==> config.mk <==
export PLATFORM = sky130hd
export DESIGN_NAME = ddr5_phy_frequency_ratio
export DESIGN_NICKNAME = d
export VERILOG_FILES = /design/src/rtl/ddr5_phy_frequency_ratio.sv
export SDC_FILE = /design/constraint.sdc
export NUM_CORES = 1
export LEC_CHECK = 0
export BUFFER_PORTS_ARGS = -buffer_cell sky130_fd_sc_hd__buf_4
export CORE_MARGIN = 10
export CORE_UTILIZATION = 40
export DETAILED_ROUTE_END_ITERATION = 10
export PLACE_DENSITY = 0.66
export SETUP_SLACK_MARGIN = 0.02
export SLEW_MARGIN = 10
export SYNTH_ARGS = -nofsm -noshare
export SYNTH_HDL_FRONTEND = slang
export SYNTH_SLANG_ARGS = --single-unit
export TNS_END_PERCENT = 100
==> constraint.sdc <==
create_clock -name clk_i -period 7.6 [get_ports clk_i]
set_input_delay 1.14 -clock clk_i [delete_from_list [all_inputs] [get_ports clk_i]]
set_output_delay 1.14 -clock clk_i [all_outputs]
set_load 0.02 [all_outputs]
==> src/rtl/ddr5_phy_frequency_ratio.sv <==
// rtl/ddr5_phy_frequency_ratio.sv - DFI 1:N frequency-ratio converter
// Serializes MC phases onto the PHY lane and gathers read beats / alert_n into phase words.
module ddr5_phy_frequency_ratio #(
  parameter int pNUM_RANK  = 1,
  parameter int pDRAM_SIZE = 8
) (
  input  logic                      clk_i,
  input  logic                      rst_i,
  input  logic                      enable_i,
  input  logic [1:0]                dfi_freq_ratio_i,
  input  logic [pNUM_RANK-1:0]      dfi_cs_n_p0_i,
  input  logic [pNUM_RANK-1:0]      dfi_cs_n_p1_i,
  input  logic [pNUM_RANK-1:0]      dfi_cs_n_p2_i,
  input  logic [pNUM_RANK-1:0]      dfi_cs_n_p3_i,
  input  logic [pNUM_RANK-1:0]      dfi_reset_n_p0_i,
  input  logic [pNUM_RANK-1:0]      dfi_reset_n_p1_i,
  input  logic [pNUM_RANK-1:0]      dfi_reset_n_p2_i,
  input  logic [pNUM_RANK-1:0]      dfi_reset_n_p3_i,
  input  logic [13:0]               dfi_address_p0_i,
  input  logic [13:0]               dfi_address_p1_i,
  input  logic [13:0]               dfi_address_p2_i,
  input  logic [13:0]               dfi_address_p3_i,
  input  logic                      dfi_wrdata_en_p0_i,
  input  logic                      dfi_wrdata_en_p1_i,
  input  logic                      dfi_wrdata_en_p2_i,
  input  logic                      dfi_wrdata_en_p3_i,
  input  logic [2*pDRAM_SIZE-1:0]   dfi_wrdata_p0_i,
  input  logic [2*pDRAM_SIZE-1:0]   dfi_wrdata_p1_i,
  input  logic [2*pDRAM_SIZE-1:0]   dfi_wrdata_p2_i,
  input  logic [2*pDRAM_SIZE-1:0]   dfi_wrdata_p3_i,
  input  logic [pDRAM_SIZE/4-1:0]   dfi_wrdata_mask_p0_i,
  input  logic [pDRAM_SIZE/4-1:0]   dfi_wrdata_mask_p1_i,
  input  logic [pDRAM_SIZE/4-1:0]   dfi_wrdata_mask_p2_i,
  input  logic [pDRAM_SIZE/4-1:0]   dfi_wrdata_mask_p3_i,
  input  logic [2*pDRAM_SIZE-1:0]   dfi_rddata_i,
  input  logic                      dfi_rddata_valid_i,
  input  logic                      dfi_alert_n_i,
  output logic [pNUM_RANK-1:0]      dfi_cs_n_o,
  output logic [pNUM_RANK-1:0]      dfi_reset_n_o,
  output logic [13:0]               dfi_address_o,
  output logic                      dfi_wrdata_en_o,
  output logic [2*pDRAM_SIZE-1:0]   dfi_wrdata_o,
  output logic [pDRAM_SIZE/4-1:0]   dfi_wrdata_mask_o,
  output logic [2*pDRAM_SIZE-1:0]   dfi_rddata_w0_o,
  output logic [2*pDRAM_SIZE-1:0]   dfi_rddata_w1_o,
  output logic [2*pDRAM_SIZE-1:0]   dfi_rddata_w2_o,
  output logic [2*pDRAM_SIZE-1:0]   dfi_rddata_w3_o,
  output logic                      dfi_rddata_valid_w0_o,
  output logic                      dfi_rddata_valid_w1_o,
  output logic                      dfi_rddata_valid_w2_o,
  output logic                      dfi_rddata_valid_w3_o,
  output logic                      dfi_alert_n_a0_o,
  output logic                      dfi_alert_n_a1_o,
  output logic                      dfi_alert_n_a2_o,
  output logic                      dfi_alert_n_a3_o
);

  localparam int DW = 2 * pDRAM_SIZE;
  localparam int MW = pDRAM_SIZE / 4;

  logic [pNUM_RANK-1:0] cs_n_ph    [4];
  logic [pNUM_RANK-1:0] reset_n_ph [4];
  logic [13:0]          addr_ph    [4];
  logic [3:0]           wren_ph;
  logic [DW-1:0]        wrdata_ph  [4];
  logic [MW-1:0]        mask_ph    [4];

  logic [1:0]    ratio_q;
  logic [1:0]    last;
  logic          ratio_chg;
  logic [1:0]    ph;
  logic [1:0]    rd_cnt;
  logic [DW-1:0] rbuf [4];
  logic [DW-1:0] word [4];
  logic [3:0]    word_valid;
  logic [3:0]    abuf;
  logic [3:0]    alert_q;

  assign cs_n_ph[0]    = dfi_cs_n_p0_i;
  assign cs_n_ph[1]    = dfi_cs_n_p1_i;
  assign cs_n_ph[2]    = dfi_cs_n_p2_i;
  assign cs_n_ph[3]    = dfi_cs_n_p3_i;
  assign reset_n_ph[0] = dfi_reset_n_p0_i;
  assign reset_n_ph[1] = dfi_reset_n_p1_i;
  assign reset_n_ph[2] = dfi_reset_n_p2_i;
  assign reset_n_ph[3] = dfi_reset_n_p3_i;
  assign addr_ph[0]    = dfi_address_p0_i;
  assign addr_ph[1]    = dfi_address_p1_i;
  assign addr_ph[2]    = dfi_address_p2_i;
  assign addr_ph[3]    = dfi_address_p3_i;
  assign wren_ph       = {dfi_wrdata_en_p3_i, dfi_wrdata_en_p2_i,
                          dfi_wrdata_en_p1_i, dfi_wrdata_en_p0_i};
  assign wrdata_ph[0]  = dfi_wrdata_p0_i;
  assign wrdata_ph[1]  = dfi_wrdata_p1_i;
  assign wrdata_ph[2]  = dfi_wrdata_p2_i;
  assign wrdata_ph[3]  = dfi_wrdata_p3_i;
  assign mask_ph[0]    = dfi_wrdata_mask_p0_i;
  assign mask_ph[1]    = dfi_wrdata_mask_p1_i;
  assign mask_ph[2]    = dfi_wrdata_mask_p2_i;
  assign mask_ph[3]    = dfi_wrdata_mask_p3_i;

  // Reserved ratio code 11 behaves as 1:4.
  always_comb begin
    case (dfi_freq_ratio_i)
      2'b00:   last = 2'd0;
      2'b01:   last = 2'd1;
      default: last = 2'd3;
    endcase
  end

  assign ratio_chg = (dfi_freq_ratio_i != ratio_q);

  always_ff @(posedge clk_i or posedge rst_i) begin
    if (rst_i) begin
      ratio_q <= 2'b00;
      ph      <= 2'd0;
    end else begin
      ratio_q <= dfi_freq_ratio_i;
      if (!enable_i || ratio_chg || ph >= last)
        ph <= 2'd0;
      else
        ph <= ph + 2'd1;
    end
  end

  always_ff @(posedge clk_i or posedge rst_i) begin
    if (rst_i) begin
      dfi_cs_n_o        <= '1;
      dfi_reset_n_o     <= '0;
      dfi_address_o     <= '0;
      dfi_wrdata_en_o   <= 1'b0;
      dfi_wrdata_o      <= '0;
      dfi_wrdata_mask_o <= '0;
    end else if (enable_i) begin
      dfi_cs_n_o        <= cs_n_ph[ph];
      dfi_reset_n_o     <= reset_n_ph[ph];
      dfi_address_o     <= addr_ph[ph];
      dfi_wrdata_en_o   <= wren_ph[ph];
      dfi_wrdata_o      <= wrdata_ph[ph];
      dfi_wrdata_mask_o <= mask_ph[ph];
    end else begin
      // Idle: deselect, no write, but DRAM reset_n still follows the MC.
      dfi_cs_n_o      <= '1;
      dfi_wrdata_en_o <= 1'b0;
      dfi_reset_n_o   <= dfi_reset_n_p0_i;
    end
  end

  always_ff @(posedge clk_i or posedge rst_i) begin
    if (rst_i) begin
      rd_cnt     <= 2'd0;
      word_valid <= 4'b0000;
      for (int k = 0; k < 4; k++) begin
        rbuf[k] <= '0;
        word[k] <= '0;
      end
    end else begin
      word_valid <= 4'b0000;
      if (!enable_i || ratio_chg || !dfi_rddata_valid_i) begin
        rd_cnt <= 2'd0;
      end else begin
        rbuf[rd_cnt] <= dfi_rddata_i;
        if (rd_cnt == last) begin
          // Final beat bypasses the buffer so the word emerges one clock after it.
          for (int k = 0; k < 4; k++) begin
            if (2'(k) < last)
              word[k] <= rbuf[k];
            else if (2'(k) == last)
              word[k] <= dfi_rddata_i;
            else
              word[k] <= '0;
            word_valid[k] <= (2'(k) <= last);
          end
          rd_cnt <= 2'd0;
        end else begin
          rd_cnt <= rd_cnt + 2'd1;
        end
      end
    end
  end

  always_ff @(posedge clk_i or posedge rst_i) begin
    if (rst_i) begin
      abuf    <= 4'b1111;
      alert_q <= 4'b1111;
    end else if (!enable_i) begin
      alert_q <= 4'b1111;
    end else begin
      abuf[ph] <= dfi_alert_n_i;
      if (ph == last) begin
        for (int k = 0; k < 4; k++) begin
          if (2'(k) < last)
            alert_q[k] <= abuf[k];
          else if (2'(k) == last)
            alert_q[k] <= dfi_alert_n_i;
          else
            alert_q[k] <= 1'b1;
        end
      end
    end
  end

  assign dfi_rddata_w0_o       = word[0];
  assign dfi_rddata_w1_o       = word[1];
  assign dfi_rddata_w2_o       = word[2];
  assign dfi_rddata_w3_o       = word[3];
  assign dfi_rddata_valid_w0_o = word_valid[0];
  assign dfi_rddata_valid_w1_o = word_valid[1];
  assign dfi_rddata_valid_w2_o = word_valid[2];
  assign dfi_rddata_valid_w3_o = word_valid[3];
  assign dfi_alert_n_a0_o      = alert_q[0];
  assign dfi_alert_n_a1_o      = alert_q[1];
  assign dfi_alert_n_a2_o      = alert_q[2];
  assign dfi_alert_n_a3_o      = alert_q[3];

endmodule

-- After elaboration in Yosys (flattened, before gate mapping)
Cells that the tools add are included.
- bits in registers: 181
- input bits: 163
- output and inout port bits: 107
- add/sub/neg operators: 2
- magnitude comparators: 14
- equality and inequality tests: 8
- mux-type cells: 50
- bitwise operators: 3
- reductions and logical operators: 10
- operators with widths (cell ; number):
    16-bit 2-to-1 mux ; 11
    64-bit bitwise mux ; 1
    16-bit binary-select mux with 2-bit select ; 1
    16-bit demux with 2-bit select ; 1
    14-bit binary-select mux with 2-bit select ; 1
    14-bit 2-to-1 mux ; 2
    1-bit 2-to-1 mux ; 17
    4-bit 2-to-1 mux ; 4
    2-bit 2-to-1 mux ; 5
    1-bit binary-select mux with 2-bit select ; 3
    3-bit >= comparator, second input constant ; 2
    2-bit NOT with 3-bit output ; 2
    2-bit by 1-bit adder with 2-bit output, second input constant ; 2
    2-bit binary-select mux with 2-bit select ; 1
    4-bit bitwise mux ; 1
    2-bit equality test ; 2
    2-bit equality test, first input constant ; 2
    1-bit by 2-bit <= comparator with 1-bit output, first input constant ; 2
    2-bit <= comparator, first input constant ; 2
    2-bit logical NOT ; 2
    1-bit by 2-bit < comparator with 1-bit output, first input constant ; 2
    2-bit < comparator, first input constant ; 2
    2-bit one-hot mux with 2 select lines ; 1
    1-bit logical OR ; 3
    13 further kinds ; 15

-- Logic depth before layout (Yosys ltp)
Gate-level depths: netlist of run 1.
- depth after elaboration: 7
- mapped depth: 8

-- Least setup slack after synthesis of run 1
Ideal clock, no wire load.
- path type: input to register
- from: in dfi_freq_ratio_i[1]
- to: reg alert_q[0]
- setup time: 0.111 ns
- arrival time: 2.487 ns
- required time: 7.489 ns
- path slack: 5.002 ns
- stages: 6
- cell sequence: buf_4 > clkinv_1 > clkbuf_1 > ha_1 > nand2_1 > o311ai_0
- word-level cells in the longest chain between the ends: 7
- elaborated cells on any way between the ends: 11
- ends and longest elaborated chain (item ; RTL line ; RTL):
    start: declaration ; 10 ; input logic [1:0] dfi_freq_ratio_i,
    2-bit by 1-bit equality test with 1-bit output or 2-bit logical NOT (tied branches) ; 104 ; case (dfi_freq_ratio_i)
    2-bit one-hot mux with 2 select lines (*) ; 104 ;
    2-bit logical NOT ; 194 ; else if (2'(k) == last)
    1-bit 2-to-1 mux ; 194 ;
    1-bit 2-to-1 mux ; 192 ; if (2'(k) < last)
    4-bit 2-to-1 mux ; 190 ; if (ph == last) begin
    4-bit 2-to-1 mux ; 186 ; end else if (!enable_i) begin
    end signal: indexed assignment ; 193 ; alert_q[k] <= abuf[k];
    end signal: indexed assignment ; 195 ; alert_q[k] <= dfi_alert_n_i;
    end: declaration ; 77 ; logic [3:0] alert_q;
Mark *: on every way between the ends. The rest lies on a longest branch, timed or not. The select of a mux whose other input is x is not followed.
A chain may end at the register's enable or synchronous reset.

-- Final worst setup path of run 1
- from: in dfi_freq_ratio_i[1]
- to: reg word (netlist bit dfi_rddata_w1_o[14])
- word-level cells in the longest chain between the ends: 5
- elaborated cells on any way between the ends: 13
- ends and longest elaborated chain (item ; RTL line ; RTL):
    2-bit by 1-bit equality test with 1-bit output (tied with other cells) ; 104 ;
    2-bit one-hot mux with 2 select lines or 1-bit logical OR (tied branches) ; 104, 159 ;
    1-bit by 2-bit equality test with 1-bit output or 1-bit logical OR (tied branches) ; 168, 159 ;
    16-bit 2-to-1 mux or 1-bit NOT (tied branches) ; - ;
    16-bit 2-to-1 mux or 2-bit AND reduction (tied branches) ; - ;
    end signal: indexed assignment ; 167 ; word[k] <= rbuf[k];
    end signal: indexed assignment ; 169 ; word[k] <= dfi_rddata_i;
    end: declaration ; 74 ; logic [DW-1:0] word [4];
Several ways; a longest one is shown, not always the timed one.

==> results of run 1 <==
==> Yosys cell counts, drive strengths merged <==
| library cell | count |
|---|---|
| o311ai | 1 |
| dfrtp | 156 |
| dfstp | 8 |
| nand2b | 2 |
| buf | 24 |
| inv | 41 |
| nor3 | 3 |
| a22o | 1 |
| ha | 8 |
| and2 | 2 |
| nor2 | 7 |
| o21ai | 4 |
| mux4 | 34 |
| a31oi | 16 |
| clkinv | 1 |
| mux2i | 49 |
| o31ai | 1 |
| a21oi | 52 |
| nand3 | 19 |
| and3 | 5 |
| mux2 | 83 |
| nand2 | 58 |
| a221oi | 1 |
| xor2 | 3 |
| clkbuf | 16 |
==> worst max-delay path, stage by stage <==
cell and delay, ns:
buf_4 0.53, xor2_1 0.24, nor3_4 0.21, buf_4 0.44, and2_4 0.88, a31oi_1 0.19
==> final timing paths <==
path                                      from                  end  slack [ns]  cells after the start
setup reg to reg                    ratio_q[1]  dfi_rddata_w1_o[14]        5.12                      5
setup / recovery           dfi_freq_ratio_i[1]  dfi_rddata_w1_o[14]        4.15                      6
min in group asynchronous                rst_i     dfi_address_o[4]        0.89                      2
hold reg to reg                       rbuf[63]             rbuf[63]        0.50                      1
hold / removal                        rbuf[63]             rbuf[63]        0.50                      1
max in group asynchronous                rst_i             rbuf[48]        5.30                      3
==> layer usage <==
| metal | share of wire | vias up |
|---|---|---|
| li1 | - | 2619 |
| met1 | 0.40 | 2835 |
| met2 | 0.49 | 209 |
| met3 | 0.098 | 20 |
| met4 | 0.015 | 0 |
| met5 | 0 | - |
==> through the flow <==
stage / instance area, um2 / setup slack (ns) / util / hold WS (ns) / instances
CTS: 10500 / 4.15 / 0.556 / 0.508 / 1121
global route: 10500 / 3.93 / 0.556 / 0.514 / 1121
finish: 10500 / 4.15 / 0.556 / 0.505 / 1122
floorplan: 7690 / 2.04 / - / 0.479 / 595
detailed placement: 9840 / 3.69 / 0.523 / 0.492 / 1089
global placement: 9840 / 3.79 / 0.523 / 0.486 / 1089
==> sequential cells by signal, indices dropped and copies added, names as in the netlist <==
signal	count
alert_q	4
dfi_reset_n_o	1
word_valid	4
dfi_wrdata_en_o	1
dfi_rddata_w0_o	16
dfi_wrdata_mask_o	2
dfi_rddata_w3_o	16
dfi_wrdata_o	16
dfi_cs_n_o	1
ph	2
dfi_address_o	14
abuf	3
rbuf	48
dfi_rddata_w2_o	16
dfi_rddata_w1_o	16
rd_cnt	2
ratio_q	2
==> layout make-up <==
type / instances / area (um2)
multi-input cells: 349 / 3180
clock buffers: 17 / 425
fillers: 1614 / 8360
clock inverters: 15 / 200
repair buffers: 274 / 2060
inverters: 42 / 163
flip-flops and latches: 164 / 4120
diodes: 1 / 2.50
well taps: 260 / 325
==> power groups by stage <==
stage	sequential, mW	clock (mW)	combinational, mW
floorplan	1.34	0	0.254
global placement	1.18	0	0.802
detailed placement	1.18	0	0.817
CTS	1.17	0.924	0.816
global route	1.19	0.967	0.867
finish	1.17	0.908	0.799
==> cells by family (layout without fill, tap and decap cells) <==
kind of cell,Yosys count,after routing
simple gates,96,96
other cells,0,1
compound gates,76,76
mux,166,166
buf+inv,82,348
fa+ha+maj,8,8
flops,164,164
xor+xnor,3,3
==> results.cfg, run 1 <==
[status]
outcome = completed

[synth]
synth_xor_area_frac = 0.00342
synth_fp_nets = 766
synthCells = 595
synth_warnings = 0
synth.mux.area_fraction = 0.285
ys_seq_area_frac = 0.535
synthAdderAreaFrac = 0.0130
synth_compound_area_frac = 0.0556
synth_area_leaders = dfrtp_1 51%, mux2_2 12%, mux4_2 10%, mux2i_1 6.4%, a21oi_1 3.4%
synth_top_family_by_area = multiplexers
synthSimpleGateAreaFrac = 0.0571
yosysTopAreaCell = dfrtp_1
synth_cell_type_count = 32
yosysTopAreaCellShare = 0.508
syn_area_um2 = 7690
ys_seq_elements = 164
avgSynthCellArea_um2 = 12.9

[grt]
antenna_found_initial = 0
overflow = 0
grt_usage = 0.181
grt_pass1_wl_um = 34900
grt_max_degree = 97
use_met3 = 0.0656
grt.met1_usage = 0.220
busiest_layer = met2
met2_usage = 0.301
grt_pass1_vias = 6049

[floorplanning]
dieArea_um2 = 25200
coreArea_um2 = 18800
fp-row-count = 50
die_x_um = 159
die_y_um = 159
ios = 270
initial_core_util = 0.408

[placement]
portBuffers = 269
post-dp-hpwl_um = 17300
place.gp.congestion = 0.770

[power]
switchingPower_mw = 0.914
power.total_mw = 2.88
swShare = 0.318
clkPwrFrac = 0.316
p_int_mw = 1.96
seqPwrFrac = 0.407
p_per_area_nw_per_um2 = 275
combPwrFrac = 0.278
ir_worst_vdd_mv = 0.216
p_leak_nw = 4.85

[clock_network]
cts_buffers = 17
cts-root-to-sink-buffers = 2
clock_sinks = 164
clock-root-buffer = clkbuf_16
post_cts_resized = 0
hold_buffers = 0
cts_tree = built
post-cts-setup-buffers = 0
path_clk_slew_ns = 0.07
clock_latency_ns = 0.42
cts.htree.levels = 4

[timing]
setup_viol = 0
clock.fmax_mhz = 290
hold_violations = 0
fin_tns_setup_ns = 0
slew_viol_final = 0
maxSlewHeadroom = 0.366
fin_skew_ns = 0.00751
rsz0062_at_grt = no
worstMarginPinSlew_ns = 0.952
min_period_ns = 3.45
fin_crit_sh = 0.454

[critical_path]
path_max_fanout = 65
critPathLaunchType = input pin
end_kind = flop
criticalPathCategory = input pin to flop
crit_required_ns = 7.85
cp_data_arrival_time_ns = 3.70

[route]
viasPerCell = 5.07
routed_wl_um = 23700
wl_per_cell_um = 21.1
ant_nets = 0
drcViolationCount = 0
drt_iter0_markers = 311
drt_pass1_iterations = 4
num_vias = 5683

[job]
drv_cap = 0

[layout]
layout_common_cells = 274 x buf_4, 155 x dfrtp_1, 83 x mux2_2
synthToLayoutAreaGrowth_pct = 36.2
final_common_cell = buf_4
final_layout_size_suffix_gt1_frac = 0.511
final_nets = 1019

[min_path]
hp-class = flop to flop
(Power assumes the default switching activity.)
==> run 2, diff against run 1 <==
- clock period: 7.6 -> 3.2 ns (I/O delays scaled with it)
==> results.cfg, run 2 (same netlist as run 1, synthesis figures left out) <==
[power]
ir_worst_vdd_mv = 0.430
p_int_mw = 4.81
switchingPower_mw = 2.14
combPwrFrac = 0.274
clkPwrFrac = 0.326
swShare = 0.307
p_leak_nw = 4.93
seqPwrFrac = 0.400
p_per_area_nw_per_um2 = 656

[critical_path]
end_kind = flop
critPathBufInv = 3
cp_data_arrival_time_ns = 2.37
critPathLaunchType = input pin
r2r_slack_ns = 1.24
crit_top_cell = buf_4
crit_slowest_cell = buf_4
r2r_start = ph[0]
crit_chain = buf_4 > buf_4 > nand3_1 > o31ai_4 > and2_4 > buf_4 > mux2i_1
cp_slowest_stage_delay_ns = 0.41
r2r.worst_path.cells = 3
crit_family = buffers and inverters
r2r_end = dfi_wrdata_o[5]
path_max_fanout = 32
criticalPathCategory = input pin to flop
crit_required_ns = 3.54

[route]
highest_layer = met4
num_vias = 5688
drt_pass1_iterations = 4
drt_iter0_markers = 320
wl_met3_um = 2220
routed_wl_um = 23600
met1_length_um = 9670
drcViolationCount = 0
wl_met2_um = 11600
ant_nets = 0
wl_per_cell_um = 20.9
viasPerCell = 5.03

[grt]
grt_pass1_vias = 6023
grt_max_degree = 124
grt_pass1_wl_um = 35300
antenna_found_initial = 0
grt_usage = 0.182
overflow = 0

[layout]
final_nets = 1028
layout_common_cells = 281 x buf_4, 155 x dfrtp_1, 83 x mux2_2
finalNonFillerCells = 1130
regMostFlops = rbuf
n_fill_cell = 1632
synthToLayoutAreaGrowth_pct = 37.7
n_antenna_cell = 0
fin_util = 0.563
final_layout_size_suffix_gt1_frac = 0.516
largest_register_ff_count = 48
final_common_cell = buf_4

[timing]
setup_viol = 0
maxSlewHeadroom = 0.538
worstMarginPinSlew_ns = 0.694
clock.fmax_mhz = 492
fin_crit_sh = 0.635
rsz0062_at_grt = no
min_period_ns = 2.03
hold_violations = 0
slew_viol_final = 0
fin_tns_setup_ns = 0
fin_skew_ns = 0.00945

[clock_network]
cts-root-to-sink-buffers = 2
cts.htree.levels = 4
post_cts_resized = 0
clock_sinks = 164
post-cts-setup-buffers = 0
clock_latency_ns = 0.42
cts_buffers = 17
cts_tree = built
clock-root-buffer = clkbuf_16
hold_buffers = 0
path_clk_slew_ns = 0.07

[floorplanning]
ios = 270
die_y_um = 159
initial_core_util = 0.408
dieArea_um2 = 25200
die_x_um = 159
coreArea_um2 = 18800
fp-row-count = 50

[status]
outcome = completed

[placement]
dp.cells = 1098
place.gp.congestion = 0.826
portBuffers = 269
post-dp-hpwl_um = 17600

[job]
drv_cap = 0

[min_path]
hp-class = input pin to async pin
[run 2: worst max path at each step]
| stage | slack [ns] | end | depth (start not counted) | from |
|---|---|---|---|---|
| finish | 1.17 | dfi_rddata_w3_o[4] | 7 | dfi_freq_ratio_i[1] |
| global route | 1.05 | dfi_rddata_w3_o[0] | 7 | dfi_freq_ratio_i[1] |
| CTS | 1.18 | dfi_rddata_w3_o[4] | 7 | dfi_freq_ratio_i[1] |
| detailed placement | 0.71 | dfi_rddata_w3_o[3] | 7 | dfi_freq_ratio_i[1] |
| global placement | 0.74 | dfi_rddata_w3_o[3] | 7 | dfi_freq_ratio_i[1] |
| floorplan | 0.64 | dfi_address_o[0] | 1 | rst_i |
[run 2: tightest hold or removal path: cells and delay by family]
family / cells / cell delay [ns]
buf+inv: 3 / 0.63
[run 2: metal layers]
metal	vias up	track usage
li1	2640	-
met1	2838	0.224
met2	195	0.306
met3	15	0.0621
met4	0	0.0348
met5	-	0
[run 2: power by group through the flow]
stage / sequential [mW] / combinational (mW) / clock, mW
CTS: 2.78 / 1.94 / 2.31
floorplan: 3.18 / 0.603 / 0
global route: 2.83 / 2.05 / 2.40
global placement: 2.81 / 1.91 / 0
finish: 2.78 / 1.90 / 2.26
detailed placement: 2.80 / 1.94 / 0
[run 2: area by class of cell]
class	instances	area, um2	area share
clock inverter	12	191	0.0181
clock buffer	20	467	0.0441
inverter	42	161	0.0152
tap	260	325	0.0307
timing repair buffer	283	2150	0.203
multi-input combinational	349	3180	0.301
sequential	164	4120	0.388
[run 2: per-stage QoR]
step	hold WS, ns	power (mW)	instance area [um2]	worst slack [ns]
finish	0.234	6.95	10600	1.17
global route	0.276	7.29	10600	1.05
CTS	0.265	7.04	10600	1.18
detailed placement	0.491	4.75	9940	0.714
global placement	0.487	4.72	9940	0.738
floorplan	0.479	3.78	7690	0.642
==> run 3, diff against run 2 <==
- clock period: 3.2 -> 2.1 ns (I/O delays scaled with it)
==> results.cfg, run 3 (same netlist as run 1, synthesis figures left out) <==
[timing]
worstMarginPinSlew_ns = 0.534
min_period_ns = 1.83
fin_crit_sh = 0.874
rsz0062_at_grt = no
setup_viol = 0
hold_violations = 0
timing.hold.ws_ns = 0.0100
clock.fmax_mhz = 545
slew_viol_final = 0
fin_tns_setup_ns = 0
setup_ws_ns = 0.265
maxSlewHeadroom = 0.644
fin_skew_ns = 0.00615

[route]
routed_wl_um = 23400
drcViolationCount = 0
viasPerCell = 5.03
ant_nets = 0
drt_pass1_iterations = 4
num_vias = 5701
wl_per_cell_um = 20.6
drt_iter0_markers = 269

[critical_path]
critPathBufInv = 0
cp_data_arrival_time_ns = 2.13
criticalPathCategory = flop to flop
end_kind = flop
critPathLaunchType = flop
crit_required_ns = 2.39
crit_chain = xor2_1 > nor3_4 > nand2_2 > mux2_2
cp_slowest_stage_delay_ns = 0.43
crit_slowest_cell = nor3_4
path_max_fanout = 16
crit_family = simple AND/OR/NAND/NOR gates

[min_path]
hp-class = input pin to async pin

[layout]
final_nets = 1035
synthToLayoutAreaGrowth_pct = 38.9
n_antenna_cell = 0
largest_register_ff_count = 48
final_common_cell = buf_4
layout_common_cells = 280 x buf_4, 155 x dfrtp_1, 83 x mux2_2
n_fill_cell = 1604
finalNonFillerCells = 1133
regMostFlops = rbuf
final_layout_size_suffix_gt1_frac = 0.515

[clock_network]
post-cts-setup-buffers = 0
clock-root-buffer = clkbuf_16
hold_buffers = 0
cts.htree.levels = 4
clock_sinks = 164
clock_latency_ns = 0.41
post_cts_resized = 0
cts_buffers = 17
cts-root-to-sink-buffers = 2
path_clk_slew_ns = 0.06
cts_tree = built

[placement]
place.gp.congestion = 0.824
post-dp-hpwl_um = 17600
place_ws_ns = 0.149
dp.cells = 1105
portBuffers = 269

[power]
p_leak_nw = 4.95
ir_worst_vdd_mv = 0.585
p_per_area_nw_per_um2 = 968

[grt]
grt_pass1_vias = 5938
grt_usage = 0.181
overflow = 0
grt_pass1_wl_um = 35300
grt_max_degree = 97
antenna_found_initial = 0

[floorplanning]
initial_core_util = 0.408
die_x_um = 159
dieArea_um2 = 25200
ios = 270
coreArea_um2 = 18800
fp-row-count = 50
die_y_um = 159

[job]
drv_cap = 0

[status]
outcome = completed
## run 3: worst reg2reg max path: cells and delay by family (launching register included)
family | cells | cell delay, ns
and+or+nand+nor | 2 | 0.79
muxes | 1 | 0.39
DFF | 1 | 0.37
xor gates and xnor gates | 1 | 0.18
## run 3: per-layer routing
layer	global-route usage	routed length, um	vias to the layer above
met5	0	0	-
met4	0.0353	153	0
met3	0.0656	2260	11
met2	0.300	11500	186
met1	0.224	9450	2851
li1	-	-	2653
## run 3: cell type report
class                      instances  area (um2)  area share
timing repair buffer             290        2300       0.216
multi-input combinational        349        3180       0.298
tap                              260         325      0.0305
sequential                       164        4120       0.385
inverter                          42         161      0.0151
clock buffer                      19         433      0.0405
clock inverter                     9         159      0.0149
## run 3: worst paths after layout
| kind | to | from | slack (ns) | depth (start not counted) |
|---|---|---|---|---|
| max | rbuf[61] | ratio_q[1] | 0.27 | 4 |
| min | dfi_address_o[3] | rst_i | 0.01 | 3 |
| max reg2reg | rbuf[61] | ratio_q[1] | 0.27 | 4 |
| min reg2reg | ph[0] | ph[0] | 0.49 | 1 |
| max in group asynchronous | abuf[2] | rst_i | 1.59 | 3 |
| min in group clk_i | dfi_reset_n_o | dfi_reset_n_p0_i | 0.13 | 2 |
## run 3: power by group
group          leakage [nW]  switching [mW]  internal [mW]
clock                 0.285            1.22           1.97
combinational          2.66            1.55           1.40
sequential             2.00           0.372           3.83
## run 3: through the flow
| stage | area, um2 | total power, mW | util |
|---|---|---|---|
| finish | 10700 | 10.3 | 0.567 |
| global route | 10700 | 10.9 | 0.567 |
| CTS | 10700 | 10.5 | 0.567 |
| detailed placement | 10100 | 7.26 | 0.536 |
| global placement | 10100 | 7.22 | 0.536 |
| floorplan | 7690 | 5.76 | - |
